==> config.mk <==
export PLATFORM = sky130hd
export DESIGN_NAME = rv_decode_stage
export DESIGN_NICKNAME = d
export VERILOG_FILES = /design/src/rtl/rv_decode_stage.sv
export SDC_FILE = /design/constraint.sdc
export NUM_CORES = 1
export LEC_CHECK = 0
export ABC_AREA = 0
export CAP_MARGIN = 30
export CORE_AREA = 2 2 156 127
export DETAILED_ROUTE_END_ITERATION = 10
export DIE_AREA = 0 0 158 129
export PLACE_DENSITY = 0.73
export SYNTH_ARGS = -nofsm -noshare
export SYNTH_HDL_FRONTEND = slang
export SYNTH_SLANG_ARGS = --single-unit
==> constraint.sdc <==
create_clock -name clk -period 2.3 [get_ports clk]
set_clock_uncertainty 0.2 [all_clocks]
set_input_delay 0.46 -clock clk [delete_from_list [all_inputs] [get_ports clk]]
set_output_delay 0.46 -clock clk [all_outputs]
set_load 0.03 [all_outputs]
==> src/rtl/rv_decode_stage.sv <==
// rv_decode_stage: registered RV32I decode with a main+skid output buffer.
// Decode is combinational on in_instr. The result is captured into the main
// entry, or into the skid entry when the main entry is stalled.
//
// Buffer state (bit0 = main_v, bit1 = skid_v):
//   state   | meaning
//   S_EMPTY | no entry held; in_ready=1, out_valid=0
//   S_ONE   | main entry held; in_ready=1, out_valid=1
//   S_FULL  | main and skid held; in_ready=0, out_valid=1
module rv_decode_stage #(
  parameter int XLEN       = 32,
  parameter bit ZERO_RD_WB = 1'b0
) (
  input  logic            clk,
  input  logic            resetn,
  input  logic            flush,
  input  logic            in_valid,
  output logic            in_ready,
  input  logic [31:0]     in_instr,
  input  logic [XLEN-1:0] in_pc,
  output logic            out_valid,
  input  logic            out_ready,
  output logic [XLEN-1:0] out_pc,
  output logic [4:0]      out_rd,
  output logic [4:0]      out_rs1,
  output logic [4:0]      out_rs2,
  output logic [2:0]      out_func3,
  output logic            out_funcqual,
  output logic            out_alusel1,
  output logic            out_alusel2,
  output logic [XLEN-1:0] out_imm,
  output logic            out_wb_en,
  output logic [8:0]      out_class,
  output logic            out_illegal
);

  localparam logic [4:0] OPC_LOAD   = 5'b00000;
  localparam logic [4:0] OPC_FENCE  = 5'b00011;
  localparam logic [4:0] OPC_OPIMM  = 5'b00100;
  localparam logic [4:0] OPC_AUIPC  = 5'b00101;
  localparam logic [4:0] OPC_STORE  = 5'b01000;
  localparam logic [4:0] OPC_OP     = 5'b01100;
  localparam logic [4:0] OPC_LUI    = 5'b01101;
  localparam logic [4:0] OPC_BRANCH = 5'b11000;
  localparam logic [4:0] OPC_JALR   = 5'b11001;
  localparam logic [4:0] OPC_JAL    = 5'b11011;
  localparam logic [4:0] OPC_SYSTEM = 5'b11100;

  typedef struct packed {
    logic [XLEN-1:0] pc;
    logic [4:0]      rd;
    logic [4:0]      rs1;
    logic [4:0]      rs2;
    logic [2:0]      func3;
    logic            funcqual;
    logic            alusel1;
    logic            alusel2;
    logic [XLEN-1:0] imm;
    logic            wb_en;
    logic [8:0]      cls;
    logic            illegal;
  } entry_t;

  typedef enum logic [1:0] {
    S_EMPTY = 2'b00,
    S_ONE   = 2'b01,
    S_FULL  = 2'b11
  } state_t;

  state_t      state, state_nx;
  entry_t      dec, main_q, skid_q;
  logic [4:0]  opc;
  logic [2:0]  f3;
  logic [6:0]  f7;
  logic [31:0] imm_i, imm_s, imm_b, imm_u, imm_j, imm32;
  logic [8:0]  cls;
  logic        ill, wb;
  logic        accept, consume;
  logic        ld_main_in, ld_main_skid, ld_skid;

  assign opc = in_instr[6:2];
  assign f3  = in_instr[14:12];
  assign f7  = in_instr[31:25];

  assign imm_i = {{20{in_instr[31]}}, in_instr[31:20]};
  assign imm_s = {{20{in_instr[31]}}, in_instr[31:25], in_instr[11:7]};
  assign imm_b = {{19{in_instr[31]}}, in_instr[31], in_instr[7], in_instr[30:25],
                  in_instr[11:8], 1'b0};
  assign imm_u = {in_instr[31:12], 12'b0};
  assign imm_j = {{11{in_instr[31]}}, in_instr[31], in_instr[19:12], in_instr[20],
                  in_instr[30:21], 1'b0};

  // Decode the presented instruction word into a buffer entry.
  always_comb begin
    dec       = '0;
    dec.pc    = in_pc;
    dec.rd    = in_instr[11:7];
    dec.rs1   = in_instr[19:15];
    dec.func3 = f3;
    imm32     = '0;
    cls       = '0;
    ill       = 1'b0;
    wb        = 1'b0;
    case (opc)
      OPC_LOAD: begin
        cls[3] = 1'b1; wb = 1'b1; dec.alusel2 = 1'b1; imm32 = imm_i;
        ill = (f3 == 3'b011) || (f3[2:1] == 2'b11);
      end
      OPC_STORE: begin
        cls[4] = 1'b1; dec.rs2 = in_instr[24:20]; dec.alusel2 = 1'b1; imm32 = imm_s;
        ill = (f3 > 3'b010);
      end
      OPC_BRANCH: begin
        cls[5] = 1'b1; dec.rs2 = in_instr[24:20]; imm32 = imm_b;
        ill = (f3[2:1] == 2'b01);
      end
      OPC_JALR: begin
        cls[7] = 1'b1; wb = 1'b1; dec.alusel2 = 1'b1; imm32 = imm_i;
        ill = (f3 != 3'b000);
      end
      OPC_JAL: begin
        cls[6] = 1'b1; wb = 1'b1; dec.alusel1 = 1'b1; dec.alusel2 = 1'b1; imm32 = imm_j;
      end
      OPC_LUI: begin
        cls[1] = 1'b1; wb = 1'b1; dec.alusel2 = 1'b1; dec.rs1 = 5'd0; imm32 = imm_u;
      end
      OPC_AUIPC: begin
        cls[2] = 1'b1; wb = 1'b1; dec.alusel1 = 1'b1; dec.alusel2 = 1'b1; imm32 = imm_u;
      end
      OPC_OP: begin
        cls[0] = 1'b1; wb = 1'b1; dec.rs2 = in_instr[24:20]; dec.funcqual = in_instr[30];
        ill = !((f7 == 7'h00) || ((f7 == 7'h20) && ((f3 == 3'b000) || (f3 == 3'b101))));
      end
      OPC_OPIMM: begin
        cls[0] = 1'b1; wb = 1'b1; dec.alusel2 = 1'b1; imm32 = imm_i;
        if (f3 == 3'b001) begin
          dec.funcqual = in_instr[30];
          ill = (f7 != 7'h00);
        end else if (f3 == 3'b101) begin
          dec.funcqual = in_instr[30];
          ill = (f7 != 7'h00) && (f7 != 7'h20);
        end
      end
      OPC_SYSTEM, OPC_FENCE: cls[8] = 1'b1;
      default: ill = 1'b1;
    endcase
    if (in_instr[1:0] != 2'b11) ill = 1'b1;
    if (!ZERO_RD_WB && (dec.rd == 5'd0)) wb = 1'b0;
    if (ill) begin
      wb  = 1'b0;
      cls = '0;
    end
    dec.imm     = XLEN'($signed(imm32));
    dec.wb_en   = wb;
    dec.cls     = cls;
    dec.illegal = ill;
  end

  assign accept  = in_valid && in_ready && !flush;
  assign consume = out_valid && out_ready;

  // Buffer state register.
  always_ff @(posedge clk) begin
    if (!resetn) state <= S_EMPTY;
    else         state <= state_nx;
  end

  // Buffer next-state; flush empties both entries.
  always_comb begin
    state_nx = state;
    if (flush) begin
      state_nx = S_EMPTY;
    end else begin
      case (state)
        S_EMPTY: if (accept) state_nx = S_ONE;
        S_ONE: begin
          if (accept && !consume)      state_nx = S_FULL;
          else if (!accept && consume) state_nx = S_EMPTY;
        end
        S_FULL:  if (consume) state_nx = S_ONE;
        default: state_nx = S_EMPTY;
      endcase
    end
  end

  // Handshake outputs and entry load strobes decoded from the current state.
  always_comb begin
    out_valid    = state[0];
    in_ready     = !state[1];
    ld_main_in   = 1'b0;
    ld_main_skid = 1'b0;
    ld_skid      = 1'b0;
    case (state)
      S_EMPTY: ld_main_in = accept;
      S_ONE: begin
        ld_main_in = accept && consume;
        ld_skid    = accept && !consume;
      end
      S_FULL:  ld_main_skid = consume;
      default: ;
    endcase
  end

  // Entry payload registers; main only changes on load, so it holds while stalled.
  always_ff @(posedge clk) begin
    if (!resetn) begin
      main_q <= '0;
      skid_q <= '0;
    end else begin
      if (ld_main_in)        main_q <= dec;
      else if (ld_main_skid) main_q <= skid_q;
      if (ld_skid)           skid_q <= dec;
    end
  end

  assign out_pc       = main_q.pc;
  assign out_rd       = main_q.rd;
  assign out_rs1      = main_q.rs1;
  assign out_rs2      = main_q.rs2;
  assign out_func3    = main_q.func3;
  assign out_funcqual = main_q.funcqual;
  assign out_alusel1  = main_q.alusel1;
  assign out_alusel2  = main_q.alusel2;
  assign out_imm      = main_q.imm;
  assign out_wb_en    = main_q.wb_en;
  assign out_class    = main_q.cls;
  assign out_illegal  = main_q.illegal;

endmodule
# Word level (Yosys, flattened, before mapping)
# Cells that the tools add are included.
# op_classes
magnitude_cmp,1
n_eq_ne,23
mux,35
n_bitwise,1
reduce_logical,35
# ops
op,count
2-to-1 mux 96 bit,2
one-hot mux 32 bit (5 select lines),1
2-to-1 mux 1 bit,21
"== test 5 bit, second input constant",4
"== test 5 x 4 -> 1 bit, second input constant",3
OR reduction 7 bit,2
"== test 5 x 3 -> 1 bit, second input constant",2
zero test 5 bit,2
2-to-1 mux 5 bit,2
OR reduction 2 bit,5
2-to-1 mux 9 bit,1
logical AND 1 bit,8
2-to-1 mux 2 bit,4
"== test 7 x 6 -> 1 bit, second input constant",1
zero test 7 bit,1
"!= test 7 x 6 -> 1 bit, second input constant",1
one-hot mux 1 bit (7 select lines),1
nonzero test 7 bit,1
"!= test 2 bit, second input constant",3
one-hot mux 2 bit (3 select lines),1
OR reduction 3 bit,2
"== test 5 x 2 -> 1 bit, second input constant",1
zero test 1 bit,5
OR reduction 5 bit,1
15 further kinds,20
# totals
regBits,194
inputBits,69
out_inout_bits,98
elab_cells,120

# Logic depth before layout (Yosys ltp)
# depth
word_depth,9
ltp_mapped,9
ltp_nobuf,7

# Worst setup path before layout
# OpenSTA, ideal clock, no wires.
# synth_path
path_kind,reg2reg
start,register state[0]
end,register main_q (netlist bit out_alusel1)
setup_ns,0.137
arrival_ns,1.987
t_required_ns,1.963
slack_ns,-0.024
stages_incl_launch_ff,7
path_cell_list,dfxtp_1 inv_1 ha_1 a22oi_1 clkbuf_1 buf_1 a211oi_1
# synth_between
elab_chain_cells,4
# synth_rtl
element,line,source
"start, declared",70,"state_t state, state_nx;"
"start signal, assigned",165,else state <= state_nx;
logical AND 1 bit,160,assign consume = out_valid && out_ready;
logical AND 1 bit,196,ld_main_in = accept && consume;
one-hot mux 1 bit (2 select lines),193,case (state)
2-to-1 mux 96 bit or nonzero test 2 bit (tied branches),n/a,
"end signal, assigned",211,else if (ld_main_skid) main_q <= skid_q;
"end, declared",71,"entry_t dec, main_q, skid_q;"
# Parallel ways exist; a longest one is shown, timed or not.
# A chain may end at the register's enable or synchronous reset.

# Worst setup path after layout
# layout_path
start,input in_instr[6]
end,register skid_q[41] in the netlist's numbering
# layout_between
elab_chain_cells,3
# layout_rtl
element,line,source
"start, declared",19,"input logic [31:0] in_instr,"
== test 5 x 3 -> 1 bit (tied with other cells),104,case (opc)
OR reduction 3 bit (no source line) or OR reduction 2 bit (tied branches),n/a,
one-hot mux 32 bit (5 select lines) *,104,
"end signal, assigned",208,skid_q <= '0;
"end signal, assigned",212,if (ld_skid) skid_q <= dec;
"end, declared",71,
# Mark *: on every way between the ends. The rest lies on a longest branch, timed or not.

==> flow_metrics.env <==
export IMPL_drive_above_1_share_pct=16.7
export IMPL_dp_hpwl_um=17300
export IMPL_cts_tree="yes"
export IMPL_crit_fanout=12
export IMPL_worst_pin_slew_ns=0.458
export IMPL_detail_route_antenna_nets=0
export IMPL_syn_area_um2=8350
export IMPL_netlist_instances=944
export IMPL_overflow=0
export IMPL_synth_edf_count=0
export IMPL_die_h_um=129
export IMPL_synth_seq_cells=194
export IMPL_setup_tns_ns=0
export IMPL_clk_pin_slew_worst_paths_ns=0.07
export IMPL_h_tree_depth=4
export IMPL_drc=0
export IMPL_synth_top_area_share_pct=46.5
export IMPL_clockBufferDepth=2
export IMPL_yosys_warnings=0
export IMPL_dr_pass1_iters=5
export IMPL_criticalPathCategory="in2reg"
export IMPL_slew_viol_final=0
export IMPL_clk_insertion_delay_late_ns=0.43
export IMPL_portBuffers=166
export IMPL_worstSetupStartpointType="input pin"
export IMPL_synth_area_leader_cell="dfxtp_1"
export IMPL_gp_congestion=0.878
export IMPL_avgViaCountPerCell=5.43
export IMPL_max_freq_mhz=450
export IMPL_design_core_area_um2=18800
export IMPL_grtUsageTotal_pct=24.0
export IMPL_wirelength_um=24400
export IMPL_dr_total_vias=7844
export IMPL_synth_cell_types=58
export IMPL_dr_first_iter_drc_count=521
export IMPL_hp_class="reg2reg"
export IMPL_cts_sinks=194
export IMPL_multi_input_area_um2=4120
export IMPL_rsz0062_at_grt="yes"
export IMPL_fin_crit_sh_pct=96.7
export IMPL_cts_buffers=17
export IMPL_cts_hold_buf=0
export IMPL_grt_pass1_vias=7354
export IMPL_fin_hold_ws_ns=0.247
export IMPL_seq_area_um2=3880
export IMPL_setup_viol=0
export IMPL_cp_required_ns=2.43
export IMPL_p_leak_nw=4.82
export IMPL_antenna_found_initial=0
export IMPL_rows=45
export IMPL_p_per_area_nw_per_um2=649
export IMPL_endpoint_kind="flop"
export IMPL_status="completed"
export IMPL_dieArea_um2=20400
export IMPL_period_needed_ns=2.22
export IMPL_ir_worst_vdd_mv=0.470
export IMPL_wl_per_cell_um=16.9
export IMPL_fill_cells=1610
export IMPL_grt_max_degree=49
export IMPL_die_w_um=158
export IMPL_initial_utilization_pct=44.4
export IMPL_grt_pass1_wl_um=38600
export IMPL_drv_cap=0
export IMPL_synth_nets=1019
export IMPL_synth_flop_cell="dfxtp_1"
export IMPL_total_power_mw=7.67
export IMPL_yosysSeqAreaShare_pct=46.5
export IMPL_area_growth_syn_to_layout_pct=41.6
export IMPL_num_nets_final=1249
export IMPL_yosys_top_cells_area="dfxtp_1 47%, mux2i_1 9.5%, nand2_1 6.1%"
export IMPL_async_flop_share_pct=0
export IMPL_diodes=0
export IMPL_io_pin_count=167
export IMPL_critPathArrivalTime_ns=2.36
export IMPL_finalHoldViolCount=0
export IMPL_syn_avg_cell_area_um2=8.84
export IMPL_cts_root_buffer="clkbuf_16"
export IMPL_max_slew_margin_rel_pct=69.5
## stage by stage
stage	worst slack (ns)	util (%)	cell area, um2	instances
global route	-0.0195	62.8	11800	1445
finish	0.0761	62.8	11800	1445
CTS	0.0251	62.7	11800	1444
floorplan	0.0383	-	8350	944
detailed placement	-0.385	59.7	11200	1412
global placement	-0.340	59.7	11200	1412
## layout make-up
type,count,area share [%]
Timing Repair Buffer,295,24.5
Tap cell,258,2.73
Clock inverter,13,1.10
Sequential cell,194,32.9
Clock buffer,19,3.66
Multi-Input combinational cell,659,34.9
Inverter,7,0.243
## cell usage in the layout (no fill, tap or decap), drive strengths merged, types with 6 or more instances in the layout
cell type	synthesis	layout
nor3	8	8
inv	7	11
a311oi	22	22
o22ai	9	9
nand3	23	23
clkdlybuf4s50	0	165
mux2i	79	79
clkbuf	49	19
a31oi	13	13
a21oi	82	82
o21ai	28	28
ha	6	6
nor2	100	100
dfxtp	194	194
buf	35	129
a221oi	11	11
nor2b	10	10
mux2	19	19
nand2	135	135
a211oi	61	61
## Yosys cell counts (all sizes together) (3+ instances only)
cell type,number
mux2i,79
a32o,5
nand2b,3
nand2,135
a22oi,5
and2,4
nor2,100
or3,3
a211oi,61
o211ai,3
a311oi,22
mux2,19
a21oi,82
a31oi,13
o22ai,9
o21ai,28
buf,35
nor3,8
nor2b,10
nand3,23
a221oi,11
inv,7
clkbuf,49
o31ai,4
ha,6
dfxtp,194
## flip-flops by register name, indices dropped and copies added, names as in the netlist
name          flops
out_alusel1       1
out_alusel2       1
out_class         9
out_func3         3
out_funcqual      1
out_illegal       1
out_imm          32
out_pc           32
out_rd            5
out_rs1           5
out_rs2           5
out_wb_en         1
skid_q           96
state             2
## worst paths after layout
check	start	endpoint	slack, ns	cells after the start
worst max-delay path	in_instr[6]	skid_q[41]	0.08	7
worst max register to register	state[1]	out_imm[12]	0.17	6
worst min register to register	skid_q[6]	skid_q[6]	0.25	2
worst min-delay path	skid_q[6]	skid_q[6]	0.25	2
## worst max-delay path, stage by stage
cell and delay (ns):
clkdlybuf4s50_1 0.47, buf_4 0.20, or3b_1 0.41, nor2_2 0.15
buf_4 0.23, nand2_1 0.12, a311oi_2 0.30
## metal layers
layer / up-vias / share of wire [%] / GRT usage [%]
li1: 3852 / - / -
met1: 3723 / 49 / 35.6
met2: 247 / 43 / 35.4
met3: 22 / 7.4 / 5.36
met4: 0 / 1.3 / 5.88
met5: - / 0 / 0
## logic make-up after synthesis
family / synth area share (%)
flip-flops: 46.5
AND/OR/NAND/NOR: 15.7
multiplexers: 12.0
buffers and inverters: 4.54
adder cells (fa/ha/maj): 0.899
AO/OA/AOI/OAI: 20.4
## where the power goes
part	total, mW	internal [mW]	switching (mW)
clock	2.87	1.52	1.35
combinational	1.25	0.576	0.671
sequential	3.56	3.48	0.0777
total	7.67	5.58	2.10
## what timing repair did
| item | CTS | global route |
|---|---|---|
| endpoints found under the setup margin | 0 | 11 |
| gates resized for setup | 0 | 4 |
| endpoints found under the hold margin | 0 | 0 |
| setup buffers | 0 | 1 |
(Power assumes the default switching activity.)
